`config.mk`:
```
export PLATFORM = sky130hd
export DESIGN_NAME = ysyx_25050136_axi_arb_rr
export DESIGN_NICKNAME = d
export VERILOG_FILES = /design/src/rtl/ysyx_25050136_axi_pkg.sv /design/src/rtl/ysyx_25050136_rr_pick.sv /design/src/rtl/ysyx_25050136_axi_arb_rr.sv
export SDC_FILE = /design/constraint.sdc
export NUM_CORES = 1
export LEC_CHECK = 0
export BUFFER_PORTS_ARGS = -buffer_cell sky130_fd_sc_hd__buf_2
export CORE_AREA = 4 4 222 224
export DETAILED_ROUTE_END_ITERATION = 12
export DIE_AREA = 0 0 226 228
export PLACE_DENSITY = 0.38
export SETUP_SLACK_MARGIN = 0.05
export SYNTH_ARGS = -nofsm -noshare
export SYNTH_HDL_FRONTEND = slang
export SYNTH_SLANG_ARGS = --single-unit
```
`constraint.sdc`:
```
create_clock -name clk -period 1.65 [get_ports clk]
set_input_delay 0.165 -clock clk [delete_from_list [all_inputs] [get_ports clk]]
set_output_delay 0.165 -clock clk [all_outputs]
set_load 0.02 [all_outputs]
```
`src/rtl/ysyx_25050136_axi_pkg.sv`:
```
// State encodings and round-robin search shared by the AXI arbiter and its picker.
package ysyx_25050136_axi_pkg;

    localparam int MAX_M = 8;

    typedef enum logic [1:0] {
        R_IDLE = 2'd0,
        R_ADDR = 2'd1,
        R_DATA = 2'd2
    } r_state_e;

    typedef enum logic [1:0] {
        W_IDLE = 2'd0,
        W_ADDR = 2'd1,
        W_DATA = 2'd2,
        W_RESP = 2'd3
    } w_state_e;

    // Returns {found, index} of the first request at or after ptr, wrapping at n.
    function automatic logic [3:0] rr_first(input logic [MAX_M-1:0] req,
                                            input logic [2:0]       ptr,
                                            input int               n);
        logic [3:0] res;
        logic [3:0] pos;
        res = '0;
        for (int k = 0; k < MAX_M; k++) begin
            pos = {1'b0, ptr} + 4'(k);
            if (pos >= 4'(n)) pos = pos - 4'(n);
            if (k < n && !res[3] && req[pos[2:0]]) res = {1'b1, pos[2:0]};
        end
        return res;
    endfunction

endpackage

```
`src/rtl/ysyx_25050136_rr_pick.sv`:
```
// Combinational round-robin pick: first request at or after ptr_i, as one-hot and index.
// No state, no backpressure; vld_o is low when no request is pending.
module ysyx_25050136_rr_pick
    import ysyx_25050136_axi_pkg::*;
#(
    parameter int N  = 2,
    parameter int IW = (N > 1) ? $clog2(N) : 1
) (
    input  logic [N-1:0]  req_i,
    input  logic [IW-1:0] ptr_i,
    output logic [N-1:0]  gnt_o,
    output logic [IW-1:0] idx_o,
    output logic          vld_o
);

    logic [MAX_M-1:0] req_ext;
    logic [3:0]       res;

    always_comb begin
        req_ext        = '0;
        req_ext[N-1:0] = req_i;
    end

    assign res   = rr_first(req_ext, 3'(ptr_i), N);
    assign vld_o = res[3];
    assign idx_o = IW'(res[2:0]);
    assign gnt_o = vld_o ? (N'(1) << idx_o) : '0;

endmodule

```
`src/rtl/ysyx_25050136_axi_arb_rr.sv`:
```
// N-to-1 AXI4 round-robin arbiter; one cycle of grant latency per transaction, then
// combinational grant-muxed channels, so ready/valid backpressure passes straight through.
module ysyx_25050136_axi_arb_rr
    import ysyx_25050136_axi_pkg::*;
#(
    parameter int MASTER_NUM = 2,
    parameter int ADDR_W     = 32,
    parameter int DATA_W     = 32,
    parameter int ID_W       = 4
) (
    input  logic                         clk,
    input  logic                         reset,

    input  logic [MASTER_NUM-1:0]        s_awvalid_i,
    input  logic [MASTER_NUM*ADDR_W-1:0] s_awaddr_i,
    input  logic [MASTER_NUM*ID_W-1:0]   s_awid_i,
    input  logic [MASTER_NUM*8-1:0]      s_awlen_i,
    input  logic [MASTER_NUM*3-1:0]      s_awsize_i,
    input  logic [MASTER_NUM*2-1:0]      s_awburst_i,
    output logic [MASTER_NUM-1:0]        s_awready_o,

    input  logic [MASTER_NUM-1:0]          s_wvalid_i,
    input  logic [MASTER_NUM*DATA_W-1:0]   s_wdata_i,
    input  logic [MASTER_NUM*DATA_W/8-1:0] s_wstrb_i,
    input  logic [MASTER_NUM-1:0]          s_wlast_i,
    output logic [MASTER_NUM-1:0]          s_wready_o,

    output logic [MASTER_NUM-1:0]        s_bvalid_o,
    output logic [MASTER_NUM*2-1:0]      s_bresp_o,
    output logic [MASTER_NUM*ID_W-1:0]   s_bid_o,
    input  logic [MASTER_NUM-1:0]        s_bready_i,

    input  logic [MASTER_NUM-1:0]        s_arvalid_i,
    input  logic [MASTER_NUM*ADDR_W-1:0] s_araddr_i,
    input  logic [MASTER_NUM*ID_W-1:0]   s_arid_i,
    input  logic [MASTER_NUM*8-1:0]      s_arlen_i,
    input  logic [MASTER_NUM*3-1:0]      s_arsize_i,
    input  logic [MASTER_NUM*2-1:0]      s_arburst_i,
    output logic [MASTER_NUM-1:0]        s_arready_o,

    output logic [MASTER_NUM-1:0]        s_rvalid_o,
    output logic [MASTER_NUM*DATA_W-1:0] s_rdata_o,
    output logic [MASTER_NUM*2-1:0]      s_rresp_o,
    output logic [MASTER_NUM-1:0]        s_rlast_o,
    output logic [MASTER_NUM*ID_W-1:0]   s_rid_o,
    input  logic [MASTER_NUM-1:0]        s_rready_i,

    output logic                         m_awvalid_o,
    output logic [ADDR_W-1:0]            m_awaddr_o,
    output logic [ID_W-1:0]              m_awid_o,
    output logic [7:0]                   m_awlen_o,
    output logic [2:0]                   m_awsize_o,
    output logic [1:0]                   m_awburst_o,
    input  logic                         m_awready_i,

    output logic                         m_wvalid_o,
    output logic [DATA_W-1:0]            m_wdata_o,
    output logic [DATA_W/8-1:0]          m_wstrb_o,
    output logic                         m_wlast_o,
    input  logic                         m_wready_i,

    input  logic                         m_bvalid_i,
    input  logic [1:0]                   m_bresp_i,
    input  logic [ID_W-1:0]              m_bid_i,
    output logic                         m_bready_o,

    output logic                         m_arvalid_o,
    output logic [ADDR_W-1:0]            m_araddr_o,
    output logic [ID_W-1:0]              m_arid_o,
    output logic [7:0]                   m_arlen_o,
    output logic [2:0]                   m_arsize_o,
    output logic [1:0]                   m_arburst_o,
    input  logic                         m_arready_i,

    input  logic                         m_rvalid_i,
    input  logic [DATA_W-1:0]            m_rdata_i,
    input  logic [1:0]                   m_rresp_i,
    input  logic                         m_rlast_i,
    input  logic [ID_W-1:0]              m_rid_i,
    output logic                         m_rready_o
);

    localparam int IW = (MASTER_NUM > 1) ? $clog2(MASTER_NUM) : 1;
    localparam int SW = DATA_W / 8;

    r_state_e                r_state_q;
    logic [IW-1:0]           r_idx_q, r_ptr_q, r_ptr_d;
    logic [MASTER_NUM-1:0]   r_oh_q;
    logic [MASTER_NUM-1:0]   r_pick_gnt;
    logic [IW-1:0]           r_pick_idx;
    logic                    r_pick_vld;
    int                      r_sel;

    w_state_e                w_state_q;
    logic [IW-1:0]           w_idx_q, w_ptr_q, w_ptr_d;
    logic [MASTER_NUM-1:0]   w_oh_q;
    logic [MASTER_NUM-1:0]   w_pick_gnt;
    logic [IW-1:0]           w_pick_idx;
    logic                    w_pick_vld;
    int                      w_sel;

    ysyx_25050136_rr_pick #(.N(MASTER_NUM), .IW(IW)) u_r_pick (
        .req_i (s_arvalid_i),
        .ptr_i (r_ptr_q),
        .gnt_o (r_pick_gnt),
        .idx_o (r_pick_idx),
        .vld_o (r_pick_vld)
    );

    ysyx_25050136_rr_pick #(.N(MASTER_NUM), .IW(IW)) u_w_pick (
        .req_i (s_awvalid_i),
        .ptr_i (w_ptr_q),
        .gnt_o (w_pick_gnt),
        .idx_o (w_pick_idx),
        .vld_o (w_pick_vld)
    );

    assign r_sel   = int'(r_idx_q);
    assign w_sel   = int'(w_idx_q);
    assign r_ptr_d = (r_idx_q == IW'(MASTER_NUM - 1)) ? '0 : r_idx_q + IW'(1);
    assign w_ptr_d = (w_idx_q == IW'(MASTER_NUM - 1)) ? '0 : w_idx_q + IW'(1);

    always_ff @(posedge clk) begin
        if (reset) begin
            r_state_q <= R_IDLE;
            r_idx_q   <= '0;
            r_oh_q    <= '0;
            r_ptr_q   <= '0;
        end else begin
            case (r_state_q)
                R_IDLE: if (r_pick_vld) begin
                    r_idx_q   <= r_pick_idx;
                    r_oh_q    <= r_pick_gnt;
                    r_state_q <= R_ADDR;
                end
                R_ADDR: if (m_arvalid_o && m_arready_i) r_state_q <= R_DATA;
                R_DATA: if (m_rvalid_i && m_rready_o && m_rlast_i) begin
                    r_state_q <= R_IDLE;
                    r_ptr_q   <= r_ptr_d;
                end
                default: r_state_q <= R_IDLE;
            endcase
        end
    end

    always_ff @(posedge clk) begin
        if (reset) begin
            w_state_q <= W_IDLE;
            w_idx_q   <= '0;
            w_oh_q    <= '0;
            w_ptr_q   <= '0;
        end else begin
            case (w_state_q)
                W_IDLE: if (w_pick_vld) begin
                    w_idx_q   <= w_pick_idx;
                    w_oh_q    <= w_pick_gnt;
                    w_state_q <= W_ADDR;
                end
                W_ADDR: if (m_awvalid_o && m_awready_i) w_state_q <= W_DATA;
                W_DATA: if (m_wvalid_o && m_wready_i && m_wlast_o) w_state_q <= W_RESP;
                W_RESP: if (m_bvalid_i && m_bready_o) begin
                    w_state_q <= W_IDLE;
                    w_ptr_q   <= w_ptr_d;
                end
                default: w_state_q <= W_IDLE;
            endcase
        end
    end

    // Routing keys off the registered one-hot grant; returned IDs are never decoded.
    always_comb begin
        m_arvalid_o = 1'b0;
        m_araddr_o  = '0;
        m_arid_o    = '0;
        m_arlen_o   = '0;
        m_arsize_o  = '0;
        m_arburst_o = '0;
        m_rready_o  = 1'b0;
        s_arready_o = '0;
        s_rvalid_o  = '0;
        s_rdata_o   = '0;
        s_rresp_o   = '0;
        s_rlast_o   = '0;
        s_rid_o     = '0;
        case (r_state_q)
            R_ADDR: begin
                m_arvalid_o = |(s_arvalid_i & r_oh_q);
                m_araddr_o  = s_araddr_i[r_sel*ADDR_W +: ADDR_W];
                m_arid_o    = s_arid_i[r_sel*ID_W +: ID_W];
                m_arlen_o   = s_arlen_i[r_sel*8 +: 8];
                m_arsize_o  = s_arsize_i[r_sel*3 +: 3];
                m_arburst_o = s_arburst_i[r_sel*2 +: 2];
                s_arready_o = r_oh_q & {MASTER_NUM{m_arready_i}};
            end
            R_DATA: begin
                m_rready_o                        = |(s_rready_i & r_oh_q);
                s_rvalid_o                        = r_oh_q & {MASTER_NUM{m_rvalid_i}};
                s_rlast_o                         = r_oh_q & {MASTER_NUM{m_rlast_i}};
                s_rdata_o[r_sel*DATA_W +: DATA_W] = m_rdata_i;
                s_rresp_o[r_sel*2 +: 2]           = m_rresp_i;
                s_rid_o[r_sel*ID_W +: ID_W]       = m_rid_i;
            end
            default: ;
        endcase
    end

    always_comb begin
        m_awvalid_o = 1'b0;
        m_awaddr_o  = '0;
        m_awid_o    = '0;
        m_awlen_o   = '0;
        m_awsize_o  = '0;
        m_awburst_o = '0;
        m_wvalid_o  = 1'b0;
        m_wdata_o   = '0;
        m_wstrb_o   = '0;
        m_wlast_o   = 1'b0;
        m_bready_o  = 1'b0;
        s_awready_o = '0;
        s_wready_o  = '0;
        s_bvalid_o  = '0;
        s_bresp_o   = '0;
        s_bid_o     = '0;
        case (w_state_q)
            W_ADDR: begin
                m_awvalid_o = |(s_awvalid_i & w_oh_q);
                m_awaddr_o  = s_awaddr_i[w_sel*ADDR_W +: ADDR_W];
                m_awid_o    = s_awid_i[w_sel*ID_W +: ID_W];
                m_awlen_o   = s_awlen_i[w_sel*8 +: 8];
                m_awsize_o  = s_awsize_i[w_sel*3 +: 3];
                m_awburst_o = s_awburst_i[w_sel*2 +: 2];
                s_awready_o = w_oh_q & {MASTER_NUM{m_awready_i}};
            end
            W_DATA: begin
                m_wvalid_o = |(s_wvalid_i & w_oh_q);
                m_wdata_o  = s_wdata_i[w_sel*DATA_W +: DATA_W];
                m_wstrb_o  = s_wstrb_i[w_sel*SW +: SW];
                m_wlast_o  = |(s_wlast_i & w_oh_q);
                s_wready_o = w_oh_q & {MASTER_NUM{m_wready_i}};
            end
            W_RESP: begin
                m_bready_o                  = |(s_bready_i & w_oh_q);
                s_bvalid_o                  = w_oh_q & {MASTER_NUM{m_bvalid_i}};
                s_bresp_o[w_sel*2 +: 2]     = m_bresp_i;
                s_bid_o[w_sel*ID_W +: ID_W] = m_bid_i;
            end
            default: ;
        endcase
    end

endmodule

```
==> impl_metrics.tcl, run 1 <==
set metrics [dict create \
    clock_skew_ns 0.000252 \
    initial_utilization_pct 7.42 \
    ys_types 29 \
    path_class "reg2out" \
    core-area_um2 47300 \
    end_kind "output pin" \
    antenna_left 0 \
    timing.final.crit_share_pct 102 \
    grt_pass1_wl_um 39600 \
    max_freq_mhz 594 \
    drc 0 \
    finalPower_w 0.00676 \
    grt_pass1_vias 6077 \
    max-clock-path-buffers 2 \
    drive_gt1_share_pct 72.5 \
    grt_usage_pct 10.4 \
    routed_wl_um 33200 \
    drtPass1Iterations 4 \
    drv_cap 0 \
    portBuffers 571 \
    synthTopCellsByArea "mux2i_1 39%, nor2b_1 17%, and3_1 16%" \
    fill_cells 5271 \
    required_ns 1.48 \
    fin_area_um2 9700 \
    finalWorstSetupSlack_ns -0.0348 \
    drt-initial-drc-count 162 \
    die_w_um 226 \
    synthCells 495 \
    pin_count 572 \
    final_cell_mix "399 x buf_2, 125 x buf_4, 103 x mux2i_1" \
    startpoint "w_idx_q" \
    worst_setup_path_start_kind "flop" \
    synth_nets 831 \
    routedWlPerCell_um 19.4 \
    rsz0062_at_grt "true" \
    worstHoldStart "s_arvalid_i[1]" \
    regArea_um2 221 \
    outcome "finished, violations left" \
    ys_ff_latch 10 \
    hold_slack_ns 0.240 \
    tightest_slew_ns 0.348 \
    crit_fanout 6 \
    synth_top_area_cell "mux2i_1" \
    arrival_ns 1.52 \
    yosysWarnings 0 \
    clk_pin_slew_ns 0.04 \
    syn_to_final_growth_pct 176 \
    htree_levels 1 \
    num_vias 6281 \
    multiInputGateArea_um2 3880 \
    hold_violations 0 \
    setup-tns-final_ns -0.0526 \
    grt_max_degree 52 \
    drv_slew 0 \
    cts-root-buf "clkbuf_16" \
    placed_area_um2 7330 \
    relSlewSlack_pct 76.1 \
    hpwl_um 25900 \
    cts_buffers 3 \
    final_common_cell "buf_2" \
    crit_end "m_awaddr_o[12]" \
    reg2reg_depth 5 \
    ir_drop_v 0.000309 \
    min_path_type "in2reg" \
    die-area_um2 51500 \
    min_period_ns 1.68 \
    failed_checks "negative setup slack" \
    antenna_found_initial 12 \
    worst-r2r-setup-slack_ns 0.07 \
    yosysSeqAreaShare_pct 5.70 \
    rows 80 \
    synth_top_area_share_pct 38.7 \
    syn_avg_cell_area_um2 7.10 \
    power_leakage_nw 4.74 \
    via_per_inst 3.66 \
    power_density_nw_per_um2 697 \
    cts_tree "done" \
    r2r-start "w_idx_q" \
    cts_sinks 10 \
    gp_congestion 0.838 \
    clock_latency_ns 0.24 \
    fin_nets 1434 \
    final-setup-viol-count 2 \
    grt_overflow 0 \
    reg2reg_to "w_state_q[0]" \
    die_h_um 228 \
    syn-cell-area_um2 3510 \
]
-- kinds of logic (layout without fill, tap and decap cells) --
logic type	after synthesis	count (layout)	synth area share, %
AOI/OAI and AO/OA	19	19	3.88
adders and majority gates	4	4	1.42
DFF	10	10	5.70
other	0	3	0
buffers and inverters	57	658	6.59
and+or+nand+nor	269	269	43.7
muxes	136	136	38.7
-- timing repair --
| action | CTS | global route |
|---|---|---|
| setup endpoints to repair | 171 | 193 |
| hold buffers | 0 | 0 |
| resized for setup | 141 | 323 |
| pin swaps | 26 | 36 |
| buffers inserted | 9 | 11 |
| gates cloned | 5 | 19 |
-- per-stage QoR --
| stage | cells | util, % | setup WS [ns] |
|---|---|---|---|
| after global placement | 1665 | 15.5 | -0.00514 |
| after CTS | 1682 | 17.0 | -0.0227 |
| after global routing | 1711 | 20.5 | -0.0828 |
| after floorplan | 495 | - | 0.0497 |
| final | 1714 | 20.5 | -0.0348 |
| after detailed placement | 1665 | 15.5 | -0.0509 |
-- how the worst min path moves through the flow --
stage                    to  cells after the start
floorplan           r_idx_q                      2
global placement    r_idx_q                      3
detailed placement  r_idx_q                      3
CTS                 r_idx_q                      3
global route        r_idx_q                      3
finish              r_idx_q                      3
-- cell type report --
| class | count | share of cell area [%] |
|---|---|---|
| antenna | 3 | 0.0774 |
| clock buffer | 3 | 0.774 |
| inverter | 6 | 0.284 |
| multi-input combinational | 428 | 40.0 |
| sequential | 10 | 2.28 |
| tap | 615 | 7.93 |
| timing repair buffer | 649 | 48.7 |
-- flip-flops by register name, indices dropped and copies added (netlist names) --
name / count
r_idx_q: 1
r_oh_q: 1
r_ptr_q: 1
r_state_q: 2
w_idx_q: 1
w_oh_q: 1
w_ptr_q: 1
w_state_q: 2
-- metal layers --
| metal | global-route usage, % | share of wire [%] | wire length, µm |
|---|---|---|---|
| met1 | 9.81 | 34 | 11200 |
| met2 | 22.7 | 56 | 18600 |
| met3 | 2.39 | 7.4 | 2440 |
| met4 | 0.555 | 2.6 | 860 |
| met5 | 0 | 0.10 | 34 |
-- cell usage after synthesis --
| cell type | count |
|---|---|
| mux2i_1 | 136 |
| nor2b_1 | 93 |
| and3_1 | 91 |
| nor2_1 | 60 |
| clkbuf_1 | 36 |
| buf_2 | 14 |
| dfxtp_1 | 10 |
| a21oi_1 | 6 |
| and2_1 | 6 |
| inv_1 | 6 |
| a22oi_1 | 5 |
| nand2_1 | 5 |
| ha_1 | 4 |
| nand2b_1 | 4 |
| and3_2 | 3 |
| a211oi_1 | 2 |
| nor4_1 | 2 |
| a221o_1 | 1 |
| a22oi_2 | 1 |
| a31oi_1 | 1 |
| a32oi_1 | 1 |
| and2b_2 | 1 |
| buf_1 | 1 |
| nand4b_1 | 1 |
| nor3_1 | 1 |
| nor3b_1 | 1 |
| o21a_1 | 1 |
| o31a_1 | 1 |
| or3_4 | 1 |
-- worst max-delay path: stages (launching register included) --
cell and delay, ns:
dfxtp_4 0.38, buf_12 0.14, buf_16 0.14, mux2i_1 0.35, nor2b_2 0.09, buf_4 0.17
-- report_power, final --
part / leakage (nW) / internal (W) / switching [W] / total (W)
clock: 0.0370 / 0.000316 / 0.000130 / 0.000447
sequential: 0.0860 / 0.000296 / 0.0000788 / 0.000375
combinational: 4.62 / 0.00307 / 0.00287 / 0.00594
total: 4.74 / 0.00368 / 0.00308 / 0.00676
Note: power is estimated with default switching activity, not from simulation.
==> inputs of run 2 (changes only) <==
- CORE_AREA: 4 4 222 224 -> 2 2 220 222
- DIE_AREA: 0 0 226 228 -> 0 0 222 224
- PLACE_DENSITY: 0.38 -> 0.35
- RECOVER_POWER: unset -> 25
==> run 2 against run 1 <==
The flow still finishes with violations (negative setup slack). Worst hold slack about the same. Non-clock buffer count increased by 62. First-iteration DRC count rose by 4.9%. Sequential power fell by 2%. Clock power about the same. Die area is 3.5% lower. Critical path type unchanged. Largest cell class unchanged. Highest routed layer unchanged.
==> impl_metrics.tcl, run 2 (same netlist as run 1, synthesis figures left out) <==
set metrics [dict create \
    grt_max_degree 41 \
    hpwl_um 23800 \
    met1Wirelength_um 11100 \
    p_sw_share_pct 43.8 \
    crit_fanout 8 \
    p_int_w 0.00418 \
    pwr-share-clk_pct 6.0 \
    pwr-share-seq_pct 4.9 \
    grt_pass1_wl_um 41000 \
    setup-tns-final_ns -0.866 \
    grt_overflow 0 \
    cts_sinks 10 \
    drv_slew 0 \
    power_density_nw_per_um2 668 \
    drc 0 \
    hold_violations 0 \
    dp.cells 1668 \
    syn_to_final_growth_pct 217 \
    final_cell_mix "375 x buf_2, 140 x buf_6, 113 x buf_4" \
    antenna_left 0 \
    p_switching_w 0.00326 \
    core-area_um2 47300 \
    routed_wl_um 33900 \
    wl_met2_um 18700 \
    power_leakage_nw 5.20 \
    cts-root-buf "clkbuf_16" \
    pre_cts_ws_ns -0.0686 \
    cts_tree "done" \
    via_per_inst 3.70 \
    max-clock-path-buffers 2 \
    die_h_um 224 \
    end_kind "output pin" \
    pin_count 572 \
    finalWorstSetupSlack_ns -0.107 \
    top_regs "r_state_q (2), w_state_q (2)" \
    arrival_ns 1.59 \
    die-area_um2 49700 \
    drt-initial-drc-count 170 \
    combPwrFrac_pct 89.1 \
    hold_buffers 0 \
    relSlewSlack_pct 74.6 \
    rsz0062_at_grt "true" \
    routedWlPerCell_um 19.0 \
    outcome "finished, violations left" \
    portBuffers 571 \
    fill_cells 5131 \
    cts_buffers 3 \
    final-setup-viol-count 39 \
    drive_gt1_share_pct 76.1 \
    tightest_slew_ns 0.380 \
    timing.final.crit_share_pct 106 \
    ir_drop_v 0.000293 \
    min_period_ns 1.76 \
    fin_nets 1497 \
    drv_cap 0 \
    failed_checks "negative setup slack" \
    min_path_type "in2reg" \
    htree_levels 1 \
    clk_pin_slew_ns 0.05 \
    rows 80 \
    antenna_found_initial 14 \
    clock_skew_ns 0.000709 \
    clock_latency_ns 0.25 \
    grt_usage_pct 11.1 \
    required_ns 1.48 \
    num_vias 6596 \
    gp_congestion 0.816 \
    die_w_um 222 \
    max_freq_mhz 569 \
    final_common_cell "buf_2" \
    grt_pass1_vias 6465 \
    final_cells 1783 \
    drtPass1Iterations 4 \
    worst_setup_path_start_kind "flop" \
    met3_length_um 2510 \
    path_class "reg2out" \
    initial_utilization_pct 7.42 \
    highest_layer "met5" \
]
[run 2: changes by cell type in the layout (fill, tap and decap cells not counted), moves of 13 or more]
cell	delta
and3_1	-35
nor2b_1	+16
buf_2	-24
buf_8	+13
buf_6	+59
buf_12	+16
and3_4	+35
mux2i_2	+13
[run 2: final cells by class]
class | count | area [µm²] | share of cell area (%)
well taps | 615 | 769 | 6.91
repair buffers | 711 | 6040 | 54.2
flip-flops and latches | 10 | 221 | 1.99
multi-input cells | 429 | 3970 | 35.7
diodes | 9 | 22.5 | 0.202
clock buffers | 3 | 75.1 | 0.675
inverters | 6 | 31.3 | 0.281
[run 2: layer usage]
layer  global-route usage (%)  vias up
li1                         -     3072
met1                     10.2     3056
met2                     22.6      397
met3                     3.21       65
met4                     4.56        6
met5                        0        -
[run 2: power by group through the flow]
stage | clock network [W] | registers, W | logic, W
CTS | 0.000479 | 0.000360 | 0.00509
detailed placement | 0 | 0.000337 | 0.00400
global placement | 0 | 0.000335 | 0.00401
finish | 0.000447 | 0.000367 | 0.00662
floorplan | 0 | 0.000316 | 0.00236
global route | 0.000491 | 0.000375 | 0.00694
[run 2: repair_timing]
action / in CTS / in global routing
endpoints found under the setup margin: 232 / 225
gates resized for setup: 192 / 401
pin swaps: 7 / 37
buffers inserted: 36 / 30
gates cloned: 14 / 28
[run 2: final timing paths]
| path | cells after the start | startpoint | slack, ns | to |
|---|---|---|---|---|
| worst min register to register | 2 | w_ptr_q | 0.52 | w_ptr_q |
| worst min-delay path | 3 | s_arvalid_i[1] | 0.24 | r_idx_q |
| worst max register to register | 6 | w_idx_q | 0.02 | w_state_q[0] |
| worst max-delay path | 7 | w_idx_q | -0.11 | m_awlen_o[0] |
[run 2: through the flow]
stage | hold WS [ns] | total power [W] | utilization, % | area [µm²]
after CTS | 0.226 | 0.00593 | 18.7 | 8840
after global routing | 0.259 | 0.00781 | 23.5 | 11100
after detailed placement | 0.489 | 0.00434 | 15.6 | 7370
after floorplan | 0.316 | 0.00267 | - | 3520
final | 0.239 | 0.00743 | 23.5 | 11100
after global placement | 0.491 | 0.00434 | 15.6 | 7370
[run 2: critical path: stages, from the launching register on]
cell and delay [ns]:
dfxtp_4 0.36, buf_8 0.15, buf_12 0.14, buf_8 0.12, buf_4 0.11, mux2i_1 0.23
nor2b_1 0.07, buf_4 0.16
